`config.mk`:
```
export PLATFORM = sky130hd
export DESIGN_NAME = ea_resolver
export DESIGN_NICKNAME = d
export VERILOG_FILES = /design/src/rtl/cpu_pkg.sv /design/src/rtl/ea_page_calc.sv /design/src/rtl/ea_resolver.sv
export SDC_FILE = /design/constraint.sdc
export NUM_CORES = 1
export LEC_CHECK = 0
export ABC_AREA = 1
export CORE_UTILIZATION = 30
export DETAILED_ROUTE_END_ITERATION = 12
export PLACE_DENSITY = 0.61
export RECOVER_POWER = 50
export SLEW_MARGIN = 5
export SYNTH_ARGS = -nofsm -noshare
export SYNTH_HDL_FRONTEND = slang
export SYNTH_HIERARCHICAL = 1
export SYNTH_SLANG_ARGS = --single-unit
export TNS_END_PERCENT = 10
```
`constraint.sdc`:
```
create_clock -name clk -period 2.03 [get_ports clk]
set_clock_uncertainty 0.15 [all_clocks]
set_input_delay 0.609 -clock clk [delete_from_list [all_inputs] [get_ports clk]]
set_output_delay 0.609 -clock clk [all_outputs]
set_load 0.1 [all_outputs]
```
`src/rtl/cpu_pkg.sv`:
```
// Shared definitions for the 12-bit multicycle core: word width, instruction
// field positions, opcodes and the effective-address resolver state set.
package cpu_pkg;

  localparam int WORD_W   = 12;
  localparam int OPC_HI   = 11;
  localparam int OPC_LO   = 9;
  localparam int IND_BIT  = 8;
  localparam int PAGE_BIT = 7;

  typedef enum logic [2:0] {
    OP_AND = 3'd0,
    OP_ADD = 3'd1,
    OP_ISZ = 3'd2,
    OP_DCA = 3'd3,
    OP_JMS = 3'd4,
    OP_JMP = 3'd5,
    OP_IOT = 3'd6,
    OP_OPR = 3'd7
  } opcode_e;

  typedef enum logic [2:0] {
    ST_IDLE,
    ST_PTR_RD,
    ST_PTR_WAIT,
    ST_AUTO_WR,
    ST_DONE
  } ea_state_t;

  // IOT and OPR reuse the indirect bit as part of their own encoding.
  function automatic logic opc_forces_direct(opcode_e op);
    return (op == OP_IOT) || (op == OP_OPR);
  endfunction

endpackage

```
`src/rtl/ea_page_calc.sv`:
```
// Direct-address former: page-zero or current-page address from the offset
// field and the page bits of the instruction's own address.
module ea_page_calc #(
  parameter int WIDTH    = 12,
  parameter int OFFSET_W = 7
) (
  input  logic                page,
  input  logic [OFFSET_W-1:0] offset,
  input  logic [WIDTH-1:0]    pc,
  output logic [WIDTH-1:0]    dir
);

  localparam logic [WIDTH-1:0] PAGE_MASK = {{(WIDTH-OFFSET_W){1'b1}}, {OFFSET_W{1'b0}}};

  logic [WIDTH-1:0] offset_ext;

  assign offset_ext = {{(WIDTH-OFFSET_W){1'b0}}, offset};
  assign dir        = page ? ((pc & PAGE_MASK) | offset_ext) : offset_ext;

endmodule

```
`src/rtl/ea_resolver.sv`:
```
// Effective-address resolver: direct, indirect and (with EA_AUTOINDEX_EN
// defined) auto-incrementing indirect addressing against the word memory.
//
// state       | meaning
// ST_IDLE     | waiting for start
// ST_PTR_RD   | first cycle of the pointer read
// ST_PTR_WAIT | holding the read for MEM_LAT cycles, capture on the last
// ST_AUTO_WR  | write back incremented pointer (EA_AUTOINDEX_EN only)
// ST_DONE     | ea valid for one cycle
module ea_resolver
  import cpu_pkg::*;
#(
  parameter int WIDTH    = 12,
  parameter int OFFSET_W = 7,
  parameter int MEM_LAT  = 1,
  parameter int AUTO_LO  = 8,
  parameter int AUTO_HI  = 15
) (
  input  logic             clk,
  input  logic             rst_n,
  input  logic             start,
  input  logic [WIDTH-1:0] instr,
  input  logic [WIDTH-1:0] pc,
  output logic             mem_read,
  output logic             mem_write,
  output logic [WIDTH-1:0] mem_addr,
  output logic [WIDTH-1:0] mem_wdata,
  input  logic [WIDTH-1:0] mem_rdata,
  output logic [WIDTH-1:0] ea,
  output logic             ea_valid,
  output logic             busy
);

  localparam int CNT_W = (MEM_LAT > 1) ? $clog2(MEM_LAT) : 1;

  if (WIDTH != WORD_W || MEM_LAT < 1 || AUTO_LO > AUTO_HI) begin : g_bad_cfg
    $error("ea_resolver: unsupported parameter combination");
  end

  ea_state_t        state, state_nxt;
  logic [WIDTH-1:0] dir, dir_q;
  logic [CNT_W-1:0] wait_cnt;
  logic             go_indirect, wait_last, auto_hit;

  ea_page_calc #(.WIDTH(WIDTH), .OFFSET_W(OFFSET_W)) u_page_calc (
    .page   (instr[PAGE_BIT]),
    .offset (instr[OFFSET_W-1:0]),
    .pc     (pc),
    .dir    (dir)
  );

  assign go_indirect = instr[IND_BIT] && !opc_forces_direct(opcode_e'(instr[OPC_HI:OPC_LO]));
  assign wait_last   = (wait_cnt == '0);

`ifdef EA_AUTOINDEX_EN
  logic [WIDTH-1:0] ptr_q;

  assign auto_hit = (dir_q >= WIDTH'(AUTO_LO)) && (dir_q <= WIDTH'(AUTO_HI));

  always_ff @(posedge clk or negedge rst_n) begin
    if (!rst_n)
      ptr_q <= '0;
    else if (state == ST_PTR_WAIT && wait_last)
      ptr_q <= mem_rdata;
  end
`else
  assign auto_hit = 1'b0;
`endif

  always_ff @(posedge clk or negedge rst_n) begin
    if (!rst_n)
      state <= ST_IDLE;
    else
      state <= state_nxt;
  end

  always_comb begin
    state_nxt = state;
    unique case (state)
      ST_IDLE:     if (start) state_nxt = go_indirect ? ST_PTR_RD : ST_DONE;
      ST_PTR_RD:   state_nxt = ST_PTR_WAIT;
      ST_PTR_WAIT: if (wait_last) state_nxt = auto_hit ? ST_AUTO_WR : ST_DONE;
      ST_AUTO_WR:  state_nxt = ST_DONE;
      ST_DONE:     state_nxt = ST_IDLE;
      default:     state_nxt = ST_IDLE;
    endcase
  end

  // wait_cnt is a down-counter; the pointer is captured at terminal count.
  always_ff @(posedge clk or negedge rst_n) begin
    if (!rst_n) begin
      dir_q    <= '0;
      wait_cnt <= '0;
      ea       <= '0;
    end else begin
      case (state)
        ST_IDLE: if (start) begin
          dir_q <= dir;
          if (!go_indirect) ea <= dir;
        end
        ST_PTR_RD: wait_cnt <= CNT_W'(MEM_LAT - 1);
        ST_PTR_WAIT: begin
          if (!wait_last)
            wait_cnt <= wait_cnt - 1'b1;
          else if (!auto_hit)
            ea <= mem_rdata;
        end
`ifdef EA_AUTOINDEX_EN
        ST_AUTO_WR: ea <= ptr_q + 1'b1;
`endif
        default: ;
      endcase
    end
  end

  always_comb begin
    busy     = (state != ST_IDLE);
    ea_valid = (state == ST_DONE);
    mem_read = (state == ST_PTR_RD) || (state == ST_PTR_WAIT);
    mem_addr = '0;
    if (mem_read) mem_addr = dir_q;
`ifdef EA_AUTOINDEX_EN
    mem_write = (state == ST_AUTO_WR);
    mem_wdata = '0;
    if (mem_write) begin
      mem_addr  = dir_q;
      mem_wdata = ptr_q + 1'b1;
    end
`else
    mem_write = 1'b0;
    mem_wdata = '0;
`endif
  end

endmodule

```
-- Word level (Yosys, flattened, before mapping)
Cells that the tools add are included.
- register bits: 28
- latch bits: 0
- RAM bits: 0
- memory bits (read-only): 0
- output and inout port bits: 40
- logic and storage cells: 38
- memories: 0
- add/subtract/negate cells: 1
- multipliers: 0
- divide/modulo/power cells: 0
- magnitude comparators: 0
- eq/ne operators: 9
- shift operators: 0
- mux-type cells: 12
- bitwise operators: 1
- reductions and logical operators: 11
- operator list (operator ; count):
    12-bit 2-to-1 mux ; 5
    12-bit one-hot mux with 2 select lines ; 1
    12-bit by 7-bit bitwise OR with 12-bit output ; 1
    3-bit one-hot mux with 4 select lines ; 1
    3-bit equality test (second input constant) ; 3
    3-bit 2-to-1 mux ; 3
    3-bit by 2-bit equality test with 1-bit output (second input constant) ; 2
    2-bit inequality test (second input constant) ; 3
    2-bit AND reduction ; 2
    4-bit AND reduction ; 1
    2-bit nonzero test ; 2
    3-bit by 1-bit equality test with 1-bit output (second input constant) ; 1
    3-bit logical NOT ; 1
    3-bit nonzero test ; 1
    1-bit logical OR ; 2
    1-bit one-hot mux with 2 select lines ; 1
    1-bit logical AND ; 1
    1-bit logical NOT ; 1
    1-bit 2-to-1 mux ; 1
    1-bit subtractor (second input constant) ; 1

-- Depth between registers and ports, before layout
- depth after elaboration: 7
- gate-level depth with buffers: 8

-- Hierarchy
Netlist, hierarchy kept.
- modules (own cells, without submodules) (module ; instances ; cells an instance ; area each (sq um) ; sequential area each (sq um)):
    ea_resolver ; 1 ; 192 ; 1457.6 ; 675.6
    ea_page_calc ; 1 ; 17 ; 90.1 ; 0.0

-- Worst setup path after synthesis
OpenSTA, ideal clock, no wires.
- path kind: reg-to-output
- start: reg state[2]
- end: out mem_addr[0]
- data arrival time: 2596 ps
- slack: -1325 ps
- stages on the path, launching flop included: 8
- cell sequence: dfrtp_1 > inv_2 > nand3_1 > buf_6 > nand2_2 > inv_2 > buf_6 > nor2_1
- longest elaborated chain between the ends: 3
- RTL lines (item ; RTL line ; source):
    from (decl) ; ea_resolver.sv:40 ; ea_state_t state, state_nxt;
    from (signal assigned) ; ea_resolver.sv:74 ; state <= state_nxt;
    3-bit by 1-bit equality test with 1-bit output or 3-bit by 2-bit equality test with 1-bit output (tied branches) ; ea_resolver.sv:119 ; mem_read = (state == ST_PTR_RD) || (state == ST_PTR_WAIT);
    1-bit logical OR * ; ea_resolver.sv:119 ;
    named net mem_read ; ea_resolver.sv:24 ; output logic mem_read,
    12-bit 2-to-1 mux * ; ea_resolver.sv:121 ; if (mem_read) mem_addr = dir_q;
    to (decl) ; ea_resolver.sv:26 ; output logic [WIDTH-1:0] mem_addr,
Mark *: on every way through the listed nets, which the timed path passes. The rest lies on a longest branch.

-- Final worst setup path
- start: reg state[1]
- end: out mem_addr[10]
- longest elaborated chain between the ends: 3
- RTL lines (item ; RTL line):
    3-bit by 1-bit equality test with 1-bit output or 3-bit by 2-bit equality test with 1-bit output (tied branches) ; ea_resolver.sv:119
    1-bit logical OR * ; ea_resolver.sv:119
    12-bit 2-to-1 mux * ; ea_resolver.sv:121
Mark *: on every way between the ends. The rest lies on a longest branch, timed or not.

==> results by group <==
Cells and area
  – Share of cells above drive strength 1: roughly a quarter
  – Ant. Diodes: 0
  – Synthesis-to-layout area growth: 66.77%
  – Final non-filler cell area: between 0.002 and 0.003 mm2
  – Layout Nets: roughly 300
  – Final Non-Filler Cells: approximately 330
  – FILL cells: roughly 450
  – Footprint of the multi-input gates: between 700 and 800 um2
  – FF/Latch Area: between 600 and 700 um2

Power
  – Net switching fraction of the power: around 55%
  – Psw: 2317 uW
  – Clock power share: 7.0%
  – Combinational Power Share: 71.0%
  – Static Leakage: about 0.0013 uW
  – Total power draw: ~4200 uW
  – Power per Cell Area: 1634 mW/mm2
  – Peak supply drop: between 0.001 and 0.0015 V
  – Sequential share of power: 22.0%
  – Int Pwr: about 1900 uW

STA
  – Setup_tns: -1.133 ns
  – F_max: approximately 0.47 GHz
  – Final period util: 104.7%
  – Slew Viols, Final: 0
  – RSZ-0062 raised after global routing: yes
  – Final period demand of the worst path: around 2.1 ns
  – Final setup vio count: 13
  – Final Hold Fails: 0
  – Final worst-path setup slack: -0.09631 ns

Global route
  – GR Util All Layers: approximately 14%
  – First-pass GRT wire length: 5954 um
  – Remaining Overflow, GRT: 0
  – Largest net degree at the start of global routing: 38
  – Initial antenna violation count: 0
  – Vias in the first global route: between 1000 and 1500

Placement
  – # port buffers: 57
  – DP Area: 0.002477 mm2
  – GP Congestion: slightly below 0.8
  – DP Cell Count: 325
  – Hpwl dp: between 2000 and 3000 um

Synthesis
  – Dominant cell by count in the synthesized netlist: nand2_1
  – Top cells by count, synth: nand2_1, inv_1, dfrtp_1, nor2_1, buf_4
  – Leading area contributor after synthesis: dfrtp_1
  – Mapped Area: about 0.0015 mm2
  – Register area share after synthesis: between 40% and 50%
  – Number of enable flip-flop cells after synthesis: 0
  – Top post-synthesis cells by area: dfrtp_1, nand2_1, buf_4
  – Post-synth ARST share: 100.0%
  – #FFs+latches synth: 27
  – Yosys warns: 6
  – Syn Inst Count: about 210
  – Area share of the largest cell type after synthesis: 43.65%
  – Post-synth top flop: dfrtp_1
  – Post-synthesis cell type count: 19
  – Syn_area_per_cell: 7.405 um2

Clock network
  – H-tree depth: 1
  – CTS Buf Count: 3
  – # clock sinks: 27
  – TritonCTS clock tree: done
  – Worst skew pair latency: around 0.26 ns
  – Clock Tree Buf Depth: 2
  – Worst-path clk slew: approximately 0.090 ns
  – Root Driver: clkbuf_8

Critical path
  – Critical Path RT: between 1 and 1.5 ns
  – RR Endpoint: ea[9]$_DFFE_PN0P_
  – WP data arrival: roughly 1.4 ns
  – Cell family contributing the most delay on the critical path: flip-flops
  – Crit path max fanout: 12
  – CP Cell Sequence: buf_4, nand3_4, nand2_8, inv_12, nor2_4, buf_12
  – FF-to-FF Start: state[1]$_DFFE_PN0P_
  – CP Class: flip-flop to primary output
  – Critical Path End Type: primary output
  – CP bufs+invs: 3
  – Crit-path slowest cell: dfrtp_1
  – R2r worst-path depth: 7
  – Startpoint types: flip-flop
  – R2r setup slk: roughly 0.33 ns
  – Largest stage delay, worst path: 0.40 ns

Floorplan
  – IO Pins: 79
  – Die area: between 0.005 and 0.006 mm2
  – Overall die width: around 74 um
  – Starting Density: a little under a third
  – Die H: around 74 um
  – Core Area: between 0.004 and 0.005 mm2
  – # rows: 25

Worst hold path
  – Worst Hold Class: flip-flop to flip-flop
  – Hold_sp: dir_q[4]$_DFFE_PN0P_
  – Hold EP: dir_q[4]$_DFFE_PN0P_
  – Worst hold path stage count: 2

Drt
  – Via count: between 1000 and 1500
  – WL/cell: between 10 and 15 um
  – Post-DRT Antenna Nets: 0
  – Via density: between 4 and 5
  – DRC: 0
  – Top layer reached by signal wires: met4
  – DR iter-0 viols: between 80 and 90
  – DRT Wirelength: between 3000 and 4000 um
  – DR WL met3: ~130 um
  – Met1 wire length: around 1600 um
  – Met2 WL: about 1700 um
  – Drt pass-1 iters: 4

Status
  – Status: finished, violations left
  – Failing checks: negative setup slack

Job
  – Maxcap violations: 0
==> metal layers <==
| layer | GRT usage (%) | vias to the layer above |
|---|---|---|
| li1 | - | 710 |
| met1 | 19.39 | 591 |
| met2 | 24.06 | 40 |
| met3 | 1.235 | 2 |
| met4 | 5.128 | 0 |
| met5 | 0 | - |
==> cells by family after synthesis <==
family | Yosys count | synth area share (%)
AND/OR/NAND/NOR | 93 | 24.82
buffers and inverters | 63 | 23.20
flip-flops | 27 | 43.65
AO/OA/AOI/OAI | 25 | 8.083
other | 1 | 0.2423
==> power groups by stage <==
stage	clock network, uW	registers, uW	logic, uW
floorplan	0	1680	1230
global placement	0	940	2940
detailed placement	0	936	2960
CTS	312	933	2990
global route	333	962	3130
finish	294	930	2990
==> layout by cell type, fill, tap and decap left out <==
cell and count:
o21ai_0 5, nor2_2 1, inv_12 1, nand2_4 2, inv_1 30, clkbuf_1 1
nor2_1 14, nand2_8 1, clkbuf_8 3, nor2_4 13, o21ai_1 7, nand2_1 46
clkdlybuf4s50_1 30, buf_12 28, inv_2 3, nand3_1 12, nand3_4 1, conb_1 13
buf_4 10, a21oi_1 13, nand4_1 1, nor3_4 1, nand2_2 1, dfrtp_1 27
==> how the worst max path moves through the flow <==
stage	startpoint	slack (ns)	cells after the start	endpoint
after floorplan	state[1]$_DFFE_PN0P_	-0.38	1	ea_valid
after global placement	state[0]$_DFFE_PN0P_	0.05	7	mem_addr[0]
after detailed placement	state[0]$_DFFE_PN0P_	0.03	7	mem_addr[0]
after CTS	state[0]$_DFFE_PN0P_	-0.14	7	mem_addr[10]
after global routing	state[1]$_DFFE_PN0P_	-0.17	6	mem_addr[10]
final	state[1]$_DFFE_PN0P_	-0.1	6	mem_addr[10]
==> final cells by class <==
class,instances,area share [%]
multi-input combinational,131,27.14
clock buffer,4,1.745
inverter,34,5.429
timing repair buffer,68,36.26
tap,67,3.248
sequential,27,26.18
==> sequential cells by signal (all words and copies together), names as in the netlist <==
name and flops:
dir_q 12, ea 12, state 3
==> worst register-to-register path: stages (launching register included) <==
cell and delay (ns):
dfrtp_1 0.42, buf_4 0.15, nand3_4 0.11, buf_4 0.33, nand2_1 0.17, buf_12 0.17
nand2_1 0.06, nand2_1 0.05
==> through the flow <==
step,util [%],hold WS [ns],setup slack [ns]
3_3_place_gp,51.10,0.3702,0.05387
5_1_grt,53.24,0.4195,-0.1723
3_5_place_dp,51.10,0.3812,0.02593
4_1_cts,52.67,0.4027,-0.1362
6_report,53.24,0.3959,-0.09631
2_1_floorplan,-,0.1634,-0.3754
==> timing repair <==
item | 4_1_cts | 5_1_grt
hold buffers | 0 | 0
pin swaps | 3 | 3
resized for setup | 6 | 5
buffers inserted | 1 | 1
endpoints found under the setup margin | 14 | 15
No activity file was read; power rests on OpenSTA's default activity.
